<file path="src/rtl/mc_control_unit.sv">
// Multi-cycle control unit: FETCH/DECODE/EXEC/MEM/WB sequencer with a latched decode.
// Define MCCU_TRAP_EN to send illegal instructions to a sticky TRAP state instead of treating them as NOPs.
module mc_control_unit #(
    parameter int ALUOP_W     = 4,
    parameter int MUL_LATENCY = 3
) (
    input  logic               clk,
    input  logic               rst_n,
    input  logic [6:0]         opcode,
    input  logic [2:0]         func3,
    input  logic [6:0]         func7,
    input  logic               mem_ready,
    output logic               mem_read,
    output logic               mem_write,
    output logic               ir_write,
    output logic               pc_write,
    output logic               reg_write,
    output logic               br,
    output logic               alu_src,
    output logic               mem_to_reg,
    output logic               pc_to_reg,
    output logic               alu_to_pc,
    output logic [ALUOP_W-1:0] alu_op,
    output logic               halted,
    output logic               illegal,
    output logic [2:0]         state
);
    typedef enum logic [2:0] {
        S_FETCH = 3'd0, S_DECODE = 3'd1, S_EXEC = 3'd2, S_MEM = 3'd3,
        S_WB = 3'd4, S_HALT = 3'd5, S_TRAP = 3'd6, S_IDLE = 3'd7
    } state_t;

    typedef enum logic [2:0] {C_R, C_I, C_LW, C_SW, C_B, C_JAL, C_JALR, C_HALT} cls_t;

    typedef struct packed {
        cls_t       cls;
        logic [3:0] op;
    } dec_t;

    localparam logic [3:0] ALU_ADD = 4'd0, ALU_SUB = 4'd1, ALU_MUL = 4'd2, ALU_AND = 4'd3,
                           ALU_OR  = 4'd4, ALU_SLL = 4'd5, ALU_XOR = 4'd6, ALU_SRL = 4'd7,
                           ALU_SRA = 4'd8, ALU_SLT = 4'd9;
    localparam int CNT_W = $clog2(MUL_LATENCY + 1);

    state_t           state_q, state_d;
    dec_t             dec_q;
    logic [CNT_W-1:0] cnt_q;
    cls_t             d_cls;
    logic [3:0]       d_op;
    logic             d_legal;
    logic             is_mul, mul_done;

    always_comb begin
        d_cls   = C_R;
        d_op    = ALU_ADD;
        d_legal = 1'b1;
        case (opcode)
            7'b0110011: begin
                d_cls = C_R;
                case (func3)
                    3'b000: case (func7)
                        7'b0000000: d_op = ALU_ADD;
                        7'b0100000: d_op = ALU_SUB;
                        7'b0000001: d_op = ALU_MUL;
                        default:    d_legal = 1'b0;
                    endcase
                    3'b111: d_op = ALU_AND;
                    3'b110: d_op = ALU_OR;
                    3'b001: d_op = ALU_SLL;
                    3'b100: d_op = ALU_XOR;
                    3'b010: d_op = ALU_SLT;
                    3'b101: case (func7)
                        7'b0000000: d_op = ALU_SRL;
                        7'b0100000: d_op = ALU_SRA;
                        default:    d_legal = 1'b0;
                    endcase
                    default: d_legal = 1'b0;
                endcase
            end
            7'b0010011: begin
                d_cls = C_I;
                case (func3)
                    3'b000:  d_op = ALU_ADD;
                    3'b001:  d_op = ALU_SLL;
                    3'b100:  d_op = ALU_XOR;
                    3'b110:  d_op = ALU_OR;
                    3'b111:  d_op = ALU_AND;
                    default: d_legal = 1'b0;
                endcase
            end
            7'b0000011: d_cls = C_LW;
            7'b0100011: d_cls = C_SW;
            7'b1100011: begin d_cls = C_B; d_op = ALU_SUB; end
            7'b1101111: d_cls = C_JAL;
            7'b1100111: d_cls = C_JALR;
            7'b1111111: d_cls = C_HALT;
            default:    d_legal = 1'b0;
        endcase
    end

    assign is_mul   = (dec_q.cls == C_R) && (dec_q.op == ALU_MUL);
    assign mul_done = (cnt_q == CNT_W'(MUL_LATENCY - 1));

    always_ff @(posedge clk or negedge rst_n) begin
        if (!rst_n) begin
            state_q <= S_IDLE;
            dec_q   <= '0;
            cnt_q   <= '0;
        end else begin
            state_q <= state_d;
            if (state_q == S_DECODE) dec_q <= {d_cls, d_op};
            // Counter only runs while in EXEC, so it is zero on every EXEC entry.
            cnt_q <= (state_q == S_EXEC) ? cnt_q + CNT_W'(1) : '0;
        end
    end

    always_comb begin
        state_d    = state_q;
        mem_read   = 1'b0;
        mem_write  = 1'b0;
        ir_write   = 1'b0;
        pc_write   = 1'b0;
        reg_write  = 1'b0;
        br         = 1'b0;
        alu_src    = 1'b0;
        mem_to_reg = 1'b0;
        pc_to_reg  = 1'b0;
        alu_to_pc  = 1'b0;
        alu_op     = '0;
        halted     = 1'b0;
        illegal    = 1'b0;
        case (state_q)
            S_IDLE: state_d = S_FETCH;
            S_FETCH: begin
                mem_read = 1'b1;
                if (mem_ready) begin
                    ir_write = 1'b1;
                    state_d  = S_DECODE;
                end
            end
            S_DECODE: begin
                if (!d_legal) begin
`ifdef MCCU_TRAP_EN
                    state_d = S_TRAP;
`else
                    pc_write = 1'b1;
                    state_d  = S_FETCH;
`endif
                end else if (d_cls == C_HALT) state_d = S_HALT;
                else                          state_d = S_EXEC;
            end
            S_EXEC: begin
                alu_op[3:0] = dec_q.op;
                alu_src = (dec_q.cls inside {C_I, C_LW, C_SW, C_JALR});
                if (!is_mul || mul_done) begin
                    case (dec_q.cls)
                        C_B: begin
                            br       = 1'b1;
                            pc_write = 1'b1;
                            state_d  = S_FETCH;
                        end
                        C_LW, C_SW: state_d = S_MEM;
                        default:    state_d = S_WB;
                    endcase
                end
            end
            S_MEM: begin
                mem_read  = (dec_q.cls == C_LW);
                mem_write = (dec_q.cls != C_LW);
                if (mem_ready) begin
                    if (dec_q.cls == C_LW) state_d = S_WB;
                    else begin
                        pc_write = 1'b1;
                        state_d  = S_FETCH;
                    end
                end
            end
            S_WB: begin
                reg_write  = 1'b1;
                pc_write   = 1'b1;
                mem_to_reg = (dec_q.cls == C_LW);
                br         = (dec_q.cls inside {C_JAL, C_JALR});
                pc_to_reg  = (dec_q.cls inside {C_JAL, C_JALR});
                alu_to_pc  = (dec_q.cls == C_JALR);
                state_d    = S_FETCH;
            end
            S_HALT: halted = 1'b1;
`ifdef MCCU_TRAP_EN
            S_TRAP: begin
                halted  = 1'b1;
                illegal = 1'b1;
            end
`endif
            default: state_d = S_IDLE;
        endcase
        // Reset gates every output directly so nothing decoded from the old state can pulse.
        if (!rst_n) begin
            mem_read   = 1'b0;
            mem_write  = 1'b0;
            ir_write   = 1'b0;
            pc_write   = 1'b0;
            reg_write  = 1'b0;
            br         = 1'b0;
            alu_src    = 1'b0;
            mem_to_reg = 1'b0;
            pc_to_reg  = 1'b0;
            alu_to_pc  = 1'b0;
            alu_op     = '0;
            halted     = 1'b0;
            illegal    = 1'b0;
        end
    end

    assign state = state_q;
endmodule

</file>
<file path="config.mk">
export PLATFORM = sky130hd
export DESIGN_NAME = mc_control_unit
export DESIGN_NICKNAME = d
export VERILOG_FILES = /design/src/rtl/mc_control_unit.sv
export SDC_FILE = /design/constraint.sdc
export NUM_CORES = 1
export LEC_CHECK = 0
export ABC_AREA = 1
export CAP_MARGIN = 0
export CORE_MARGIN = 2
export CORE_UTILIZATION = 52
export CTS_BUF_LIST = sky130_fd_sc_hd__clkbuf_4
export CTS_CLUSTER_SIZE = 12
export DETAILED_ROUTE_END_ITERATION = 16
export PLACE_DENSITY = 0.88
export SYNTH_ARGS = -nofsm -noshare
export SYNTH_HDL_FRONTEND = slang
export SYNTH_SLANG_ARGS = --single-unit
</file>
<file path="constraint.sdc">
create_clock -name clk -period 4 [get_ports clk]
set_clock_uncertainty 0.05 [all_clocks]
set_input_delay 0.8 -clock clk [delete_from_list [all_inputs] [get_ports clk]]
set_output_delay 0.8 -clock clk [all_outputs]
set_load 0.02 [all_outputs]
</file>
==> impl_metrics.json <==
{
  "p_leak_nw": 0.735,
  "dr.pass1.iters": 4,
  "clk_latency_ns": 0.28,
  "grt_usage": 0.236,
  "initial_utilization": 0.556,
  "cpMostUsedCell": "nand2_1",
  "synth_edf_count": 0,
  "drive_above_1_share": 0.136,
  "whs_path_depth": 1,
  "crit_family": "buffers and inverters",
  "ys.flop_type": "dfrtp_1",
  "async_flop_share": 1.00,
  "overflow": 0,
  "synth_top_family_by_area": "simple AND/OR/NAND/NOR gates",
  "place_hpwl_um": 2460,
  "hp-start": "cnt_q[0]",
  "via_per_inst": 5.15,
  "hold-path-endpoint": "cnt_q[0]",
  "synth-seq-cells": 12,
  "cts_setup_buffers": 0,
  "antenna_left": 0,
  "power.density_nw_per_um2": 155,
  "yosysMostFrequentCell": "nand2_1",
  "synth_area_leaders": "dfrtp_1 (18%), nand2_1 (13%), nor2_1 (11%)",
  "rsz0062_at_grt": "no",
  "cts-root-buf": "clkbuf_4",
  "place.gp.congestion": 0.878,
  "h-tree-depth": 1,
  "cts_tree": "yes",
  "dieArea_um2": 2820,
  "port_buffers": 37,
  "clkTransAtPathRegs_ns": 0.08,
  "nFillCells": 202,
  "r2r_slack_ns": 2.51,
  "netlist.area_leader.share": 0.180,
  "synth_seq_area_share": 0.243,
  "syn_area_um2": 1250,
  "synth_common_cells": "nand2_1 (44), nor2_1 (36), inv_1 (27)",
  "finalSetupTns_ns": 0,
  "dp_cells": 267,
  "grt_pass1_wl_um": 4910,
  "cp.arrival_ns": 2.85,
  "finalSetupViolCount": 0,
  "drt_iter0_drc": 38,
  "antenna_found_initial": 0,
  "timing.rr.start": "state[0]",
  "ctsResizeCount": 0,
  "cpPeakStageDelay_ns": 0.66,
  "synth_compound_area_frac": 0.134,
  "crit_required_ns": 3.15,
  "hp-class": "register to register",
  "maxCapViolCount": 0,
  "vdd_drop_max_uv": 115,
  "fin_crit_sh": 0.925,
  "final-instance-count-excl-fill": 271,
  "ys_warn_count": 0,
  "cts_buffer_depth": 2,
  "layout.nets": 265,
  "cts_made_buffers": 3,
  "cts.sinks": 12,
  "synth_mux_area_frac": 0,
  "synth_cell_type_count": 33,
  "status": "complete, no violations",
  "area_growth_pct": 32.1,
  "synth_top_area_cell": "dfrtp_1",
  "die_w_um": 53.1,
  "ioPinCount": 39,
  "drv_slew": 0,
  "synth_xor_area_frac": 0,
  "fin_util": 0.735,
  "drt-total-wl_um": 2920,
  "hold_viol": 0,
  "timing.final.ws_setup_ns": 0.301,
  "post-route-drc-count": 0,
  "reg2regPathDepth": 6,
  "multiInputGateArea_um2": 774,
  "min_period_ns": 3.70,
  "synth.avg_cell_area_um2": 6.15,
  "antenna-diode-count": 0,
  "critPathBufInv": 3,
  "r2r_end": "dec_q[1]",
  "grt_max_degree": 15,
  "regArea_um2": 304,
  "pre_cts_slack_ns": 0.315,
  "grt_pass1_vias": 1208,
  "setup.worst_path.end_class": "output port",
  "postCtsHoldBufs": 0,
  "syn_inst": 204,
  "vias": 1397,
  "num_rows": 17,
  "core_area_um2": 2250,
  "die_h_um": 53.1,
  "critical_path_class": "input pin to output port",
  "synth_adder_area_share": 0.00998,
  "yosys.area_share.simple": 0.471,
  "syn-num-nets": 225,
  "wl_per_cell_um": 10.8,
  "path_cells": "clkdlybuf4s50_1, inv_1, nand2_1, nand2_1, nor2_1, nand3_1, nand2_1, nand3_1, a21oi_1, clkdlybuf4s50_1",
  "slowest_stage": "clkdlybuf4s50_1",
  "fmax_mhz": 270,
  "power.total_mw": 0.256,
  "startpoint_type": "input pin",
  "worstPathMaxFanout": 9
}
[sequential cells by signal (all words and copies together) (netlist names)]
name and flops:
dec_q 7, cnt_q 2, state 3
[placed cells by master (no fill, tap or decap), drive strengths merged, types with 2 or more instances in the layout]
| cell type | count |
|---|---|
| buf | 2 |
| clkbuf | 3 |
| nor2 | 40 |
| clkdlybuf4s50 | 37 |
| dfrtp | 9 |
| o21ai | 14 |
| nor3 | 11 |
| dfstp | 3 |
| nand4 | 6 |
| a21oi | 9 |
| inv | 33 |
| nor4 | 2 |
| clkinv | 3 |
| nand2 | 45 |
| nand3 | 18 |
[layout make-up]
cell class	count	area share
Multi-Input combinational cell	153	0.468
Clock inverter	1	0.00227
Tap cell	28	0.0211
Clock buffer	3	0.0136
Inverter	35	0.0793
Timing Repair Buffer	39	0.233
Sequential cell	12	0.184
[through the flow]
stage / area, um^2 / hold WS (ns)
5_1_grt: 1660 / 0.423
3_3_place_gp: 1630 / 0.365
2_1_floorplan: 1250 / 0.353
6_report: 1660 / 0.391
4_1_cts: 1660 / 0.391
3_5_place_dp: 1630 / 0.364
[how the worst max path moves through the flow]
stage | start | to | slack, ns | cells past startpoint
finish | func3[0] | pc_write | 0.30 | 10
global route | func3[0] | pc_write | 0.11 | 10
CTS | func3[0] | pc_write | 0.31 | 10
detailed placement | func3[0] | pc_write | 0.31 | 10
global placement | func3[0] | pc_write | 0.34 | 10
floorplan | func3[0] | pc_write | 1.42 | 9
[cells by family after synthesis]
family          after synthesis
fa+ha+maj                     1
flops                        12
other cells                   1
compound gates               27
buf+inv                      39
simple gates                124
[metal layers]
layer	global-route usage	routed length [um]	vias to the layer above
met4	0.0983	39	0
li1	-	-	740
met2	0.417	1360	40
met1	0.285	1380	613
met3	0.0311	135	4
met5	0	0	-
[power breakdown]
| part | internal, mW | switching, mW | total, mW |
|---|---|---|---|
| sequential | 0.121 | 0.0000432 | 0.121 |
| clock | 0.0362 | 0.0418 | 0.0779 |
| combinational | 0.0266 | 0.0304 | 0.0570 |
[worst register-to-register path, stage by stage (launching register included)]
cell,delay [ns]
dfstp_2,0.56
inv_2,0.07
nor3_2,0.10
buf_4,0.20
inv_2,0.09
nor3_1,0.21
o2bb2ai_1,0.14
(Power assumes the default switching activity.)
